--- src/rtl/dec_scan_sequencer.sv ---
// Scan sequencer driving a 4-to-16 decoder: sweeps enabled lines in order.
// Ports: Clock/Resetn, Start/Stop/Mode/Dwell/Mask in; W/En/LineStrobe/Done out.
module dec_scan_sequencer #(
  parameter int DWELL_W = 8
) (
  input  logic               Clock,
  input  logic               Resetn,
  input  logic               Start,
  input  logic               Stop,
  input  logic               Mode,
  input  logic [DWELL_W-1:0] Dwell,
  input  logic [15:0]        Mask,
  output logic [3:0]         W,
  output logic               En,
  output logic               LineStrobe,
  output logic               Done
);

  typedef enum logic {
    IDLE,
    ACTIVE
  } state_t;

  state_t             state, state_n;
  logic [DWELL_W-1:0] cnt, cnt_n;
  logic [3:0]         w_n;
  logic               ls_n;
  logic               done_n;
  logic [3:0]         lo;
  logic [3:0]         nx;
  logic               nx_ok;
  logic               any;

  assign any = |Mask;

  // Downward loops so the last hit is the lowest index.
  always_comb begin
    lo    = 4'd0;
    nx    = 4'd0;
    nx_ok = 1'b0;
    for (int i = 15; i >= 0; i--) begin
      if (Mask[i]) begin
        lo = 4'(i);
      end
      if (Mask[i] && (i > int'(W))) begin
        nx    = 4'(i);
        nx_ok = 1'b1;
      end
    end
  end

  always_comb begin
    state_n = state;
    cnt_n   = cnt;
    w_n     = W;
    ls_n    = 1'b0;
    done_n  = 1'b0;
    unique case (state)
      IDLE: begin
        if (!Stop && Start && any) begin
          state_n = ACTIVE;
          w_n     = lo;
          cnt_n   = Dwell;
          ls_n    = 1'b1;
        end
      end
      ACTIVE: begin
        if (Stop) begin
          state_n = IDLE;
        end else if (cnt != '0) begin
          cnt_n = cnt - 1'b1;
        end else if (!any) begin
          state_n = IDLE;
          done_n  = 1'b1;
        end else if (nx_ok) begin
          w_n   = nx;
          cnt_n = Dwell;
          ls_n  = 1'b1;
        end else if (Mode) begin
          w_n   = lo;
          cnt_n = Dwell;
          ls_n  = 1'b1;
        end else begin
          state_n = IDLE;
          done_n  = 1'b1;
        end
      end
      default: state_n = IDLE;
    endcase
  end

  always_ff @(posedge Clock) begin
    if (!Resetn) begin
      state      <= IDLE;
      cnt        <= '0;
      W          <= 4'd0;
      En         <= 1'b0;
      LineStrobe <= 1'b0;
      Done       <= 1'b0;
    end else begin
      state      <= state_n;
      cnt        <= cnt_n;
      W          <= w_n;
      En         <= (state_n == ACTIVE);
      LineStrobe <= ls_n;
      Done       <= done_n;
    end
  end

endmodule

--- config.mk ---
export PLATFORM = sky130hd
export DESIGN_NAME = dec_scan_sequencer
export DESIGN_NICKNAME = d
export VERILOG_FILES = /design/src/rtl/dec_scan_sequencer.sv
export SDC_FILE = /design/constraint.sdc
export NUM_CORES = 1
export LEC_CHECK = 0
export BUFFER_PORTS_ARGS = -buffer_cell sky130_fd_sc_hd__buf_2
export CORE_MARGIN = 4
export CORE_UTILIZATION = 59
export DETAILED_ROUTE_END_ITERATION = 8
export PLACE_DENSITY = 0.83
export SKIP_LAST_GASP = 1
export SLEW_MARGIN = 15
export SYNTH_ARGS = -nofsm -noshare
export SYNTH_HDL_FRONTEND = slang
export SYNTH_SLANG_ARGS = --single-unit
--- constraint.sdc ---
create_clock -name Clock -period 6.1 [get_ports Clock]
set_clock_uncertainty 0.05 [all_clocks]
set_input_delay 0.915 -clock Clock [delete_from_list [all_inputs] [get_ports Clock]]
set_output_delay 0.915 -clock Clock [all_outputs]
set_load 0.02 [all_outputs]
; Word level (Yosys, flattened, before mapping)
; Cells that the tools add are included.
[totals]
register_bits = 15
wordCells = 126
[op_classes]
n_mux = 73
order_cmp = 15
n_reduce_logical = 23
eq_ne = 7
bitwise = 2
addsub = 1
[ops]
columns = operator, count
row1 = 4-bit two-way mux, 37
row2 = 8-bit two-way mux, 6
row3 = "4-bit greater-than comparator, first input constant", 8
row4 = 1-bit two-way mux, 26
row5 = 1-bit logical AND, 17
row6 = "3-bit by 4-bit greater-than comparator with 1-bit output, first input constant", 4
row7 = 8-bit case mux with 2 select lines, 1
row8 = 16-bit OR reduction, 1
row9 = "2-bit by 4-bit greater-than comparator with 1-bit output, first input constant", 2
row10 = 4-bit case mux with 2 select lines, 1
row11 = 8-bit nonzero test, 1
row12 = "8-bit by 1-bit subtractor with 8-bit output, second input constant", 1
row13 = "2-bit inequality test, second input constant", 3
row14 = 5-bit AND reduction, 1
row15 = "1-bit by 4-bit greater-than comparator with 1-bit output, first input constant", 1
row16 = "4-bit by 2-bit inequality test with 1-bit output, second input constant", 1
row17 = 1-bit case mux with 2 select lines, 2
row18 = 4-bit AND reduction, 1
row19 = 4-bit OR reduction, 1
row20 = "3-bit by 1-bit inequality test with 1-bit output, second input constant", 1
row21 = "3-bit by 2-bit inequality test with 1-bit output, second input constant", 1
row22 = "2-bit by 1-bit inequality test with 1-bit output, second input constant", 1
row23 = 1-bit NOT, 2
row24 = 1-bit zero test, 1

; Depth between registers and ports, before layout
; Gate-level depths: netlist of run 1.
[depth]
depth_word = 22
mapped_depth = 9
mapped_depth_nobuf = 8

; Worst setup path before layout of run 1
; No wires, ideal clock.
[synth_path]
path_type = input to register
startpoint = in Mask[13]
endpoint = reg cnt[4]
setup_slack_ns = 3.423
path_stages = 7
arrival_time_ns = 2.508
cell_sequence = buf_6 > nor3b_1 > o22a_4 > nor4b_4 > a31oi_4 > or2_4 > o221a_1
[synth_between]
elab_chain_cells = 19
[synth_lines]
columns = item, line_no
row1 = "start, declared", 12  ; input logic [15:0] Mask,
row2 = 1-bit logical AND, 45  ; if (Mask[i] && (i > int'(W))) begin
row3 = 1-bit two-way mux (13 in series), 45
row4 = 8-bit two-way mux, 75  ; end else if (nx_ok) begin
row5 = 8-bit two-way mux, 72  ; end else if (!any) begin
row6 = 8-bit two-way mux, 70  ; end else if (cnt != '0) begin
row7 = 8-bit two-way mux, 68  ; if (Stop) begin
row8 = 8-bit case mux with 2 select lines, 58  ; unique case (state)
row9 = "end signal, assigned", 102  ; cnt <= cnt_n;
row10 = "end, declared", 25  ; logic [DWELL_W-1:0] cnt, cnt_n;
; Parallel ways exist; a longest one is shown, timed or not. The select of a mux whose other input is x is not followed.
; A chain may end at the register's enable or synchronous reset.

; Worst setup path after layout of run 1
[layout_path]
startpoint = in Mask[7]
endpoint = reg cnt[4]
[layout_between]
elab_chain_cells = 13
[layout_lines]
columns = item, line_no
row1 = 1-bit logical AND, 45
row2 = 1-bit two-way mux (7 in series), 45
row3 = 8-bit two-way mux, 75
row4 = 8-bit two-way mux, 72
row5 = 8-bit two-way mux, 70
row6 = 8-bit two-way mux, 68
row7 = 8-bit case mux with 2 select lines, 58
; Parallel ways exist; a longest one is shown, timed or not. The select of a mux whose other input is x is not followed.

==> impl_metrics.yaml, run 1 <==
worst_setup_path:
  timing.critical_path.slowest_cell_delay_ns: 0.61
  timing.critical_path.slowest_stage_cell: "nor4_1"
  worst_ep_arrival_time_ns: 2.79
  timing.reg2reg.worst_path_depth: 6
  cp_max_fo: 9
  required_ns: 6.23
  rr_startpoint: "W[3]"
  end_of_the_worst_register_to_register_path: "cnt[4]"
  critical_path_class: "primary input to flop"
  crit_family: "simple AND/OR/NAND/NOR gates"
  critical_path.endpoint_type: "flop"
  regToRegSetupSlack_ns: 3.45
  worstSetupPathDepth: 6
  critPathCapture: "cnt[4]"
  startpoint_class: "primary input"
  cp.buffers_inverters: 1
  worstPathCellList: "buf_2, nor4_1, a41oi_1, and3b_1, or2_4, o221a_1"
  critPathLaunch: "Mask[7]"
finish:
  seqCellArea_um2: 300
  layout_common_cells: "buf_2 (35), nand2_1 (21), a21oi_1 (19)"
  final_layout_size_suffix_gt1_share_pct: 23.2
  layout_nets: 282
  multi_input_area_um2: 1250
  flow.area_growth_from_synthesis_pct: 9.21
  antennaDiodeCount: 0
  fillers: 262
  most_frequent_standard_cell_in_the_layout_excluding_fill_and_tap_cells: "buf_2"
  postLayoutCellArea_um2: 1850
grt:
  grt_max_degree: 21
  global_route.overflow_total: 0
  number_of_antenna_violations_at_the_first_check_in_global_routing: 0
  first_global_vias: 1522
  first_pass_grt_wire_length_um: 7280
  gr-usage-all-layers_pct: 24.9
logic_synthesis:
  synth.net_count: 257
  synth_edf_count: 0
  synth-seq-cells: 15
  ys_seq_area_share_pct: 17.7
  yosys.cell_types.count: 74
  synthDominantAreaCellType: "dfxtp_1"
  postSynthCellCount: 226
  mappedNetlistArea_um2: 1700
  ys_dominant_reg_cell: "dfxtp_1"
  synth-async-reset-ratio_pct: 0
  post_synth.cell_area_avg_um2: 7.51
  post-synth-top-area-fraction_pct: 17.7
  post_synth_main_area_contributors: "dfxtp_1 (18%), a21oi_1 (5.6%), nand2_1 (4.6%)"
  yosysWarningCount: 0
power_and_ir_drop:
  power.density_nw_per_um2: 166
  power_frac_clock_pct: 19.2
  netSwitchingFraction_pct: 40.7
  net-switching-power_mw: 0.125
  p_seq_share_pct: 39.9
  ir_drop_worst_case_vdd_v: 0.000183
  cellInternalPower_mw: 0.182
  power.static_leakage_nw: 0.769
  combinationalPowerShare_pct: 41.0
place:
  place.gp.congestion: 0.924
  placed_cell_area_um2: 1830
  post-dp-hpwl_um: 3340
  port_bufs: 35
clock_tree:
  cts_repair_resize_count: 0
  cts_hold_repair.buffers: 0
  cts.root.buffer_cell: "clkbuf_4"
  clkTransAtPathRegs_ns: 0.09
  clk_latency_worst_skew_pair_ns: 0.29
  tritoncts_clock_tree: "yes"
  cts_num_sinks: 15
  post_cts.repair.setup_buffers: 0
  numCtsBuffers: 3
  cts_max_path_buffers: 2
  ctsHtreeMaxLevel: 1
timing:
  hold_viol: 0
  worst_pin_slew_ns: 0.666
  time_the_worst_path_needs_with_i_o_delays_and_setup_ns: 2.65
  slew_headroom_pct: 55.2
  setup_viol: 0
  timing_limited_maximum_frequency_ghz: 0.377
  drv_slew: 0
  period_share_pct: 43.5
  summed_negative_setup_slack_over_all_endpoints_ns: 0
  grt_setup_unrepaired: "no"
floorplan:
  die_area_um2: 3800
  floorplan.io_pins: 36
  start_util_pct: 61.6
  dieWidth_um: 61.6
  placementRows: 19
  placeable_core_area_um2: 2760
  die_y_um: 61.6
detailed_routing:
  vias_per_cell: 6.60
  drt_first_iter_violations: 125
  post_route_drc_violation_count: 0
  routed_len_inst_um: 16.0
  detailroute.via_count: 1854
  number_of_routed_nets_with_antenna_violations: 0
  wirelength_um: 4500
  detailedRoute.firstPassIterationCount: 4
outcome:
  outcome: "finished, final reports clean"
run:
  drv.max_cap_violation_count: 0
worst_hold_path:
  min_path_type: "flop to flop"
[worst register-to-register path: cells and delay by family (launching register included)]
| kind | cells | cell delay, ns |
|---|---|---|
| AOI/OAI and AO/OA | 3 | 0.72 |
| DFF | 1 | 0.74 |
| and+or+nand+nor | 3 | 1.04 |
[routing by layer]
layer / vias to the layer above / track usage [%] / wire length, um
li1: 916 / - / -
met1: 854 / 40.2 / 2240
met2: 80 / 33.6 / 1850
met3: 4 / 3.98 / 376
met4: 0 / 5.45 / 29
met5: - / 0 / 0
[power by group through the flow]
stage	clock, mW	combinational (mW)	sequential, mW
global route	0.0669	0.140	0.124
detailed placement	0	0.123	0.124
global placement	0	0.121	0.124
floorplan	0	0.0989	0.117
CTS	0.0616	0.124	0.122
finish	0.0588	0.126	0.122
[cell usage after synthesis, types with 2 or more instances]
cell type / count
dfxtp_1: 15
a32o_1: 2
a21boi_0: 2
nor3_1: 6
clkbuf_1: 6
nand2_1: 21
and3b_1: 2
ha_1: 2
a21o_1: 3
mux2i_1: 2
a31oi_1: 3
nor2_2: 2
o21ai_0: 9
a211oi_1: 3
o32ai_2: 2
o41ai_1: 2
o311ai_1: 2
nor4_1: 4
buf_6: 2
o22ai_1: 4
buf_2: 5
o21bai_1: 3
o221ai_1: 2
a21oi_1: 19
nor2_1: 14
nor2b_1: 3
buf_4: 2
nand2b_1: 9
o31ai_1: 4
o32a_1: 2
o31a_1: 3
nand4_1: 2
o21ai_2: 2
nand3_1: 6
o211ai_1: 3
inv_1: 15
[state kept, by name, indices dropped and copies added, names as in the netlist]
| register | flops |
|---|---|
| Done | 1 |
| LineStrobe | 1 |
| cnt | 8 |
| W | 4 |
| state | 1 |
[metrics by stage]
step	utilization (%)	instances	setup WS [ns]	hold slack, ns	total power [mW]
6_report	67.2	281	3.45	0.459	0.307
5_1_grt	67.2	281	3.26	0.459	0.331
4_1_cts	67.2	281	3.49	0.452	0.307
3_5_place_dp	66.2	277	3.20	0.435	0.247
3_3_place_gp	66.2	277	3.27	0.442	0.245
2_1_floorplan	-	226	3.42	0.409	0.216
[area by class of cell]
class / count / share of cell area (%)
flip-flops and latches: 15 / 16.2
clock buffers: 3 / 1.21
clock inverters: 1 / 0.270
multi-input cells: 180 / 67.5
inverters: 16 / 3.24
well taps: 31 / 2.09
repair buffers: 35 / 9.45
[logic make-up (layout without fill, tap and decap cells)]
kind of cell / count (synthesis) / after routing / synth area share, %
buf+inv: 31 / 55 / 8.55
simple gates: 83 / 83 / 27.4
fa+ha+maj: 2 / 2 / 1.47
compound gates: 92 / 92 / 43.0
flops: 15 / 15 / 17.7
mux: 3 / 3 / 1.84
[worst min-delay path by stage]
stage            from     end  cells after the start
6_report       cnt[5]  cnt[5]                      2
5_1_grt        cnt[5]  cnt[5]                      2
4_1_cts        cnt[5]  cnt[5]                      2
3_5_place_dp   cnt[5]  cnt[5]                      2
3_3_place_gp   cnt[5]  cnt[5]                      2
2_1_floorplan  cnt[5]  cnt[5]                      2
Power figures use the tool's default switching activity.
==> inputs of run 2 (changes only) <==
Settings changed: CORE_UTILIZATION 59 to 55, PLACE_DENSITY 0.83 to 0.78.
Clock period 6.1 ns to 2.6 ns, I/O delays scaled along.
==> run 2 against run 1 <==
Sequential power grew 130%. Cell count rose by 3.9%. Combinational power grew to 2.6 times the previous value. Clock power up 140%. Wire length rose by 4.7%. Non-clock buffer count grew 11. Count of clock-buffer cells in the layout unchanged. Via count increased by 3.8%.
==> impl_metrics.yaml, run 2 (synthesized netlist as in run 1, its figures left out) <==
finish:
  largestRegisters: "cnt: 8 flops, W: 4 flops"
  final_layout_size_suffix_gt1_share_pct: 26.4
  layout_common_cells: "buf_2 (35), nand2_1 (21), a21oi_1 (19)"
  layout_nets: 293
  flow.area_growth_from_synthesis_pct: 14.1
  largest_register_ffs: 8
  register_bank_with_the_most_flops: "cnt"
  antennaDiodeCount: 0
  finish.utilization_pct: 67.9
  most_frequent_standard_cell_in_the_layout_excluding_fill_and_tap_cells: "buf_2"
grt:
  global_route.overflow_total: 0
  gr-usage-all-layers_pct: 23.7
  number_of_antenna_violations_at_the_first_check_in_global_routing: 0
  grt_max_degree: 13
  first_global_vias: 1657
  first_pass_grt_wire_length_um: 7930
power_and_ir_drop:
  power_frac_clock_pct: 18.9
  combinationalPowerShare_pct: 43.8
  power.static_leakage_nw: 0.827
  cellInternalPower_mw: 0.438
  netSwitchingFraction_pct: 40.5
  power.density_nw_per_um2: 380
  net-switching-power_mw: 0.298
  p_seq_share_pct: 37.3
  ir_drop_worst_case_vdd_v: 0.000291
worst_setup_path:
  required_ns: 2.74
  regToRegSetupSlack_ns: 0.20
  timing.critical_path.slowest_cell_delay_ns: 0.57
  timing.critical_path.slowest_stage_cell: "dfxtp_1"
  critPathCapture: "cnt[4]"
  critical_path.endpoint_type: "flop"
  timing.reg2reg.worst_path_depth: 6
  worst_ep_arrival_time_ns: 2.54
  worstPathCellList: "nand2_1, o221a_2, nor4b_4, a31oi_4, or2_4, o221a_1"
  end_of_the_worst_register_to_register_path: "cnt[4]"
  critPathLaunch: "W[1]"
  cp_max_fo: 11
  critical_path_class: "flop to flop"
  rr_startpoint: "W[1]"
  startpoint_class: "flop"
clock_tree:
  cts_repair_resize_count: 0
  cts_num_sinks: 15
  cts_max_path_buffers: 2
  numCtsBuffers: 3
  cts.root.buffer_cell: "clkbuf_4"
  clk_latency_worst_skew_pair_ns: 0.29
  ctsHtreeMaxLevel: 1
  tritoncts_clock_tree: "yes"
  clkTransAtPathRegs_ns: 0.10
  cts_hold_repair.buffers: 0
  post_cts.repair.setup_buffers: 0
timing:
  worst_pin_slew_ns: 0.533
  summed_negative_setup_slack_over_all_endpoints_ns: 0
  period_share_pct: 92.3
  setup_viol: 0
  slew_headroom_pct: 64.1
  time_the_worst_path_needs_with_i_o_delays_and_setup_ns: 2.40
  hold_viol: 0
  drv_slew: 0
  grt_setup_unrepaired: "no"
  timing_limited_maximum_frequency_ghz: 0.417
detailed_routing:
  detailedRoute.firstPassIterationCount: 4
  detailroute.via_count: 1924
  vias_per_cell: 6.59
  number_of_routed_nets_with_antenna_violations: 0
  routed_len_inst_um: 16.1
  wirelength_um: 4710
  post_route_drc_violation_count: 0
  drt_first_iter_violations: 139
floorplan:
  die_area_um2: 4040
  placeable_core_area_um2: 2850
  floorplan.io_pins: 36
  placementRows: 19
  dieWidth_um: 63.6
  die_y_um: 63.6
  start_util_pct: 59.5
worst_hold_path:
  min_path_type: "primary input to flop"
  hold_sp: "Stop"
place:
  port_bufs: 35
  place.gp.congestion: 0.997
  post-dp-hpwl_um: 3710
outcome:
  outcome: "finished, final reports clean"
run:
  drv.max_cap_violation_count: 0
==> run 2: per-layer routing <==
metal,track usage [%],up-vias,wire length [um]
met2,34.7,87,2000
met5,0,-,0
met4,5.39,0,19
li1,-,943,-
met3,4.62,4,367
met1,35.4,890,2320
==> run 2: critical path: cells and delay by family (launching register included) <==
family	cells	cell delay [ns]
simple gates	3	0.92
flops	1	0.57
compound gates	3	0.74
==> run 2: power groups by stage <==
stage	sequential (mW)	clock [mW]	combinational [mW]
global route	0.279	0.160	0.355
detailed placement	0.280	0	0.316
finish	0.275	0.139	0.322
floorplan	0.274	0	0.232
global placement	0.279	0	0.314
CTS	0.275	0.146	0.318
==> run 2: layout make-up <==
cell class | count | area (um2)
Clock inverter | 1 | 5.00
Tap cell | 31 | 38.8
Multi-Input combinational cell | 180 | 1250
Fill cell | 269 | 916
Clock buffer | 3 | 22.5
Inverter | 16 | 60.1
Timing Repair Buffer | 46 | 258
Sequential cell | 15 | 300
==> run 2: how the worst min path moves through the flow <==
stage / slack, ns / depth (start not counted) / to
4_1_cts: 0.34 / 2 / Done
3_3_place_gp: 0.43 / 2 / cnt[7]
5_1_grt: 0.34 / 2 / Done
3_5_place_dp: 0.44 / 2 / cnt[5]
6_report: 0.34 / 2 / Done
2_1_floorplan: 0.41 / 2 / cnt[5]
==> run 2: per-stage QoR <==
step	total power, mW	setup slack (ns)	area, um2	hold WS, ns	cells
floorplan	0.506	0.372	1700	0.409	226
detailed placement	0.597	0.241	1910	0.438	288
global route	0.794	0.116	1940	0.340	292
finish	0.737	0.201	1940	0.342	292
CTS	0.738	0.232	1940	0.341	292
global placement	0.593	0.303	1910	0.428	288
==> inputs of run 3 (changes only) <==
==> constraint.sdc (replaced) <==
create_clock -name Clock -period 2.6 [get_ports Clock]
set_clock_uncertainty 0.05 [all_clocks]
set_input_delay 0.52 -clock Clock [delete_from_list [all_inputs] [get_ports Clock]]
set_output_delay 0.52 -clock Clock [all_outputs]
set_load 0.02 [all_outputs]
==> run 3 against run 2 <==
Via count fell by 2.9%. Sequential share of layout area fell by 0.060 points. Cell area rose by 0.39%. Flip-flop and latch count did not move. First-iteration DRC count rose by 46%. Wire length fell by 1.7%. Register-to-register slack improved by 0.04 ns. Worst hold slack improved by 0.10 ns. Non-clock buffer count rose by 1. Critical path type unchanged. Critical endpoint unchanged. Largest power group unchanged. Highest routed layer unchanged.
==> impl_metrics.yaml, run 3 (synthesized netlist as in run 1, its figures left out) <==
finish:
  largestRegisters: "cnt: 8 flops, W: 4 flops"
  largest_register_ffs: 8
  postLayoutCellArea_um2: 1940
  layout_nets: 294
  antennaDiodeCount: 0
  fillers: 263
  register_bank_with_the_most_flops: "cnt"
  final_layout_size_suffix_gt1_share_pct: 26.7
  most_frequent_standard_cell_in_the_layout_excluding_fill_and_tap_cells: "buf_2"
  flow.area_growth_from_synthesis_pct: 14.5
  layout_common_cells: "buf_2 (35), nand2_1 (21), a21oi_1 (19)"
floorplan:
  placeable_core_area_um2: 2850
  die_y_um: 63.6
  dieWidth_um: 63.6
  start_util_pct: 59.5
  placementRows: 19
  floorplan.io_pins: 36
  die_area_um2: 4040
clock_tree:
  cts_max_path_buffers: 2
  tritoncts_clock_tree: "yes"
  cts_repair_resize_count: 0
  clkTransAtPathRegs_ns: 0.10
  clk_latency_worst_skew_pair_ns: 0.29
  numCtsBuffers: 3
  cts.root.buffer_cell: "clkbuf_4"
  ctsHtreeMaxLevel: 1
  post_cts.repair.setup_buffers: 0
  cts_hold_repair.buffers: 0
  cts_num_sinks: 15
place:
  place_ws_ns: 0.142
  port_bufs: 35
  post-dp-hpwl_um: 3640
  place.gp.congestion: 0.938
  placed_cell_area_um2: 1920
power_and_ir_drop:
  ir_drop_worst_case_vdd_v: 0.000408
  power.static_leakage_nw: 0.832
  power.density_nw_per_um2: 378
worst_setup_path:
  timing.reg2reg.worst_path_depth: 6
  timing.critical_path.slowest_stage_cell: "dfxtp_1"
  regToRegSetupSlack_ns: 0.24
  timing.critical_path.slowest_cell_delay_ns: 0.55
  critical_path_class: "flop to flop"
  required_ns: 2.74
  startpoint_class: "flop"
  worstPathCellList: "nand2_1, o22a_4, nor4b_4, a31oi_4, or2_4, o221a_1"
  end_of_the_worst_register_to_register_path: "cnt[4]"
  rr_startpoint: "W[3]"
  worst_ep_arrival_time_ns: 2.50
  critical_path.endpoint_type: "flop"
  cp_max_fo: 11
timing:
  grt_setup_unrepaired: "no"
  timing_limited_maximum_frequency_ghz: 0.424
  period_share_pct: 90.7
  drv_slew: 0
  layout_setup_ws_ns: 0.242
  worst_pin_slew_ns: 0.591
  summed_negative_setup_slack_over_all_endpoints_ns: 0
  hold_viol: 0
  slew_headroom_pct: 60.6
  time_the_worst_path_needs_with_i_o_delays_and_setup_ns: 2.36
  setup_viol: 0
detailed_routing:
  vias_per_cell: 6.38
  post_route_drc_violation_count: 0
  detailroute.via_count: 1868
  wirelength_um: 4630
  detailedRoute.firstPassIterationCount: 4
  drt_first_iter_violations: 203
  number_of_routed_nets_with_antenna_violations: 0
  routed_len_inst_um: 15.8
grt:
  number_of_antenna_violations_at_the_first_check_in_global_routing: 0
  global_route.overflow_total: 0
  first_pass_grt_wire_length_um: 7650
  first_global_vias: 1601
  grt_max_degree: 17
  gr-usage-all-layers_pct: 22.9
run:
  drv.max_cap_violation_count: 0
worst_hold_path:
  hold_sp: "cnt[5]"
  end_point_of_the_most_critical_hold_path: "cnt[5]"
  timing.hold.worst_path_depth: 2
  min_path_type: "flop to flop"
outcome:
  outcome: "finished, final reports clean"
==> run 3: worst max path at each step <==
stage | start | slack [ns] | endpoint
finish | W[3] | 0.24 | cnt[4]
global placement | Mask[11] | 0.18 | cnt[4]
detailed placement | Mask[11] | 0.14 | cnt[4]
global route | W[3] | 0.12 | cnt[4]
CTS | W[3] | 0.27 | cnt[4]
floorplan | Mask[13] | 0.32 | cnt[4]
==> run 3: worst max-delay path: cells and delay by family (launching register included) <==
family | cells | cell delay (ns)
AND/OR/NAND/NOR | 3 | 0.97
AO/OA/AOI/OAI | 3 | 0.68
flip-flops | 1 | 0.55
==> run 3: final cells by class <==
cell class | instances | area [um2] | share of cell area, %
multi-input combinational | 180 | 1250 | 64.4
sequential | 15 | 300 | 15.4
timing repair buffer | 47 | 265 | 13.6
inverter | 16 | 60.1 | 3.09
tap | 31 | 38.8 | 1.99
clock buffer | 3 | 22.5 | 1.16
clock inverter | 1 | 5.00 | 0.257
==> run 3: report_power, final <==
group          internal, mW  switching (mW)
registers             0.248          0.0284
clock network        0.0573          0.0801
logic                 0.134           0.188
total                 0.439           0.296
==> run 3: layer usage <==
metal	GRT usage [%]	share of wire (%)
met5	0	0
met2	31.7	42
met4	4.31	0.54
met1	35.7	50
met3	4.80	7.8
==> run 3: through the flow <==
| stage | utilization (%) | total power, mW | hold slack [ns] | cells |
|---|---|---|---|---|
| after detailed placement | 67.2 | 0.597 | 0.431 | 289 |
| after floorplan | - | 0.506 | 0.409 | 226 |
| after global placement | 67.2 | 0.593 | 0.432 | 289 |
| final | 68.2 | 0.735 | 0.443 | 293 |
| after global routing | 68.2 | 0.785 | 0.461 | 293 |
| after CTS | 68.2 | 0.734 | 0.442 | 293 |
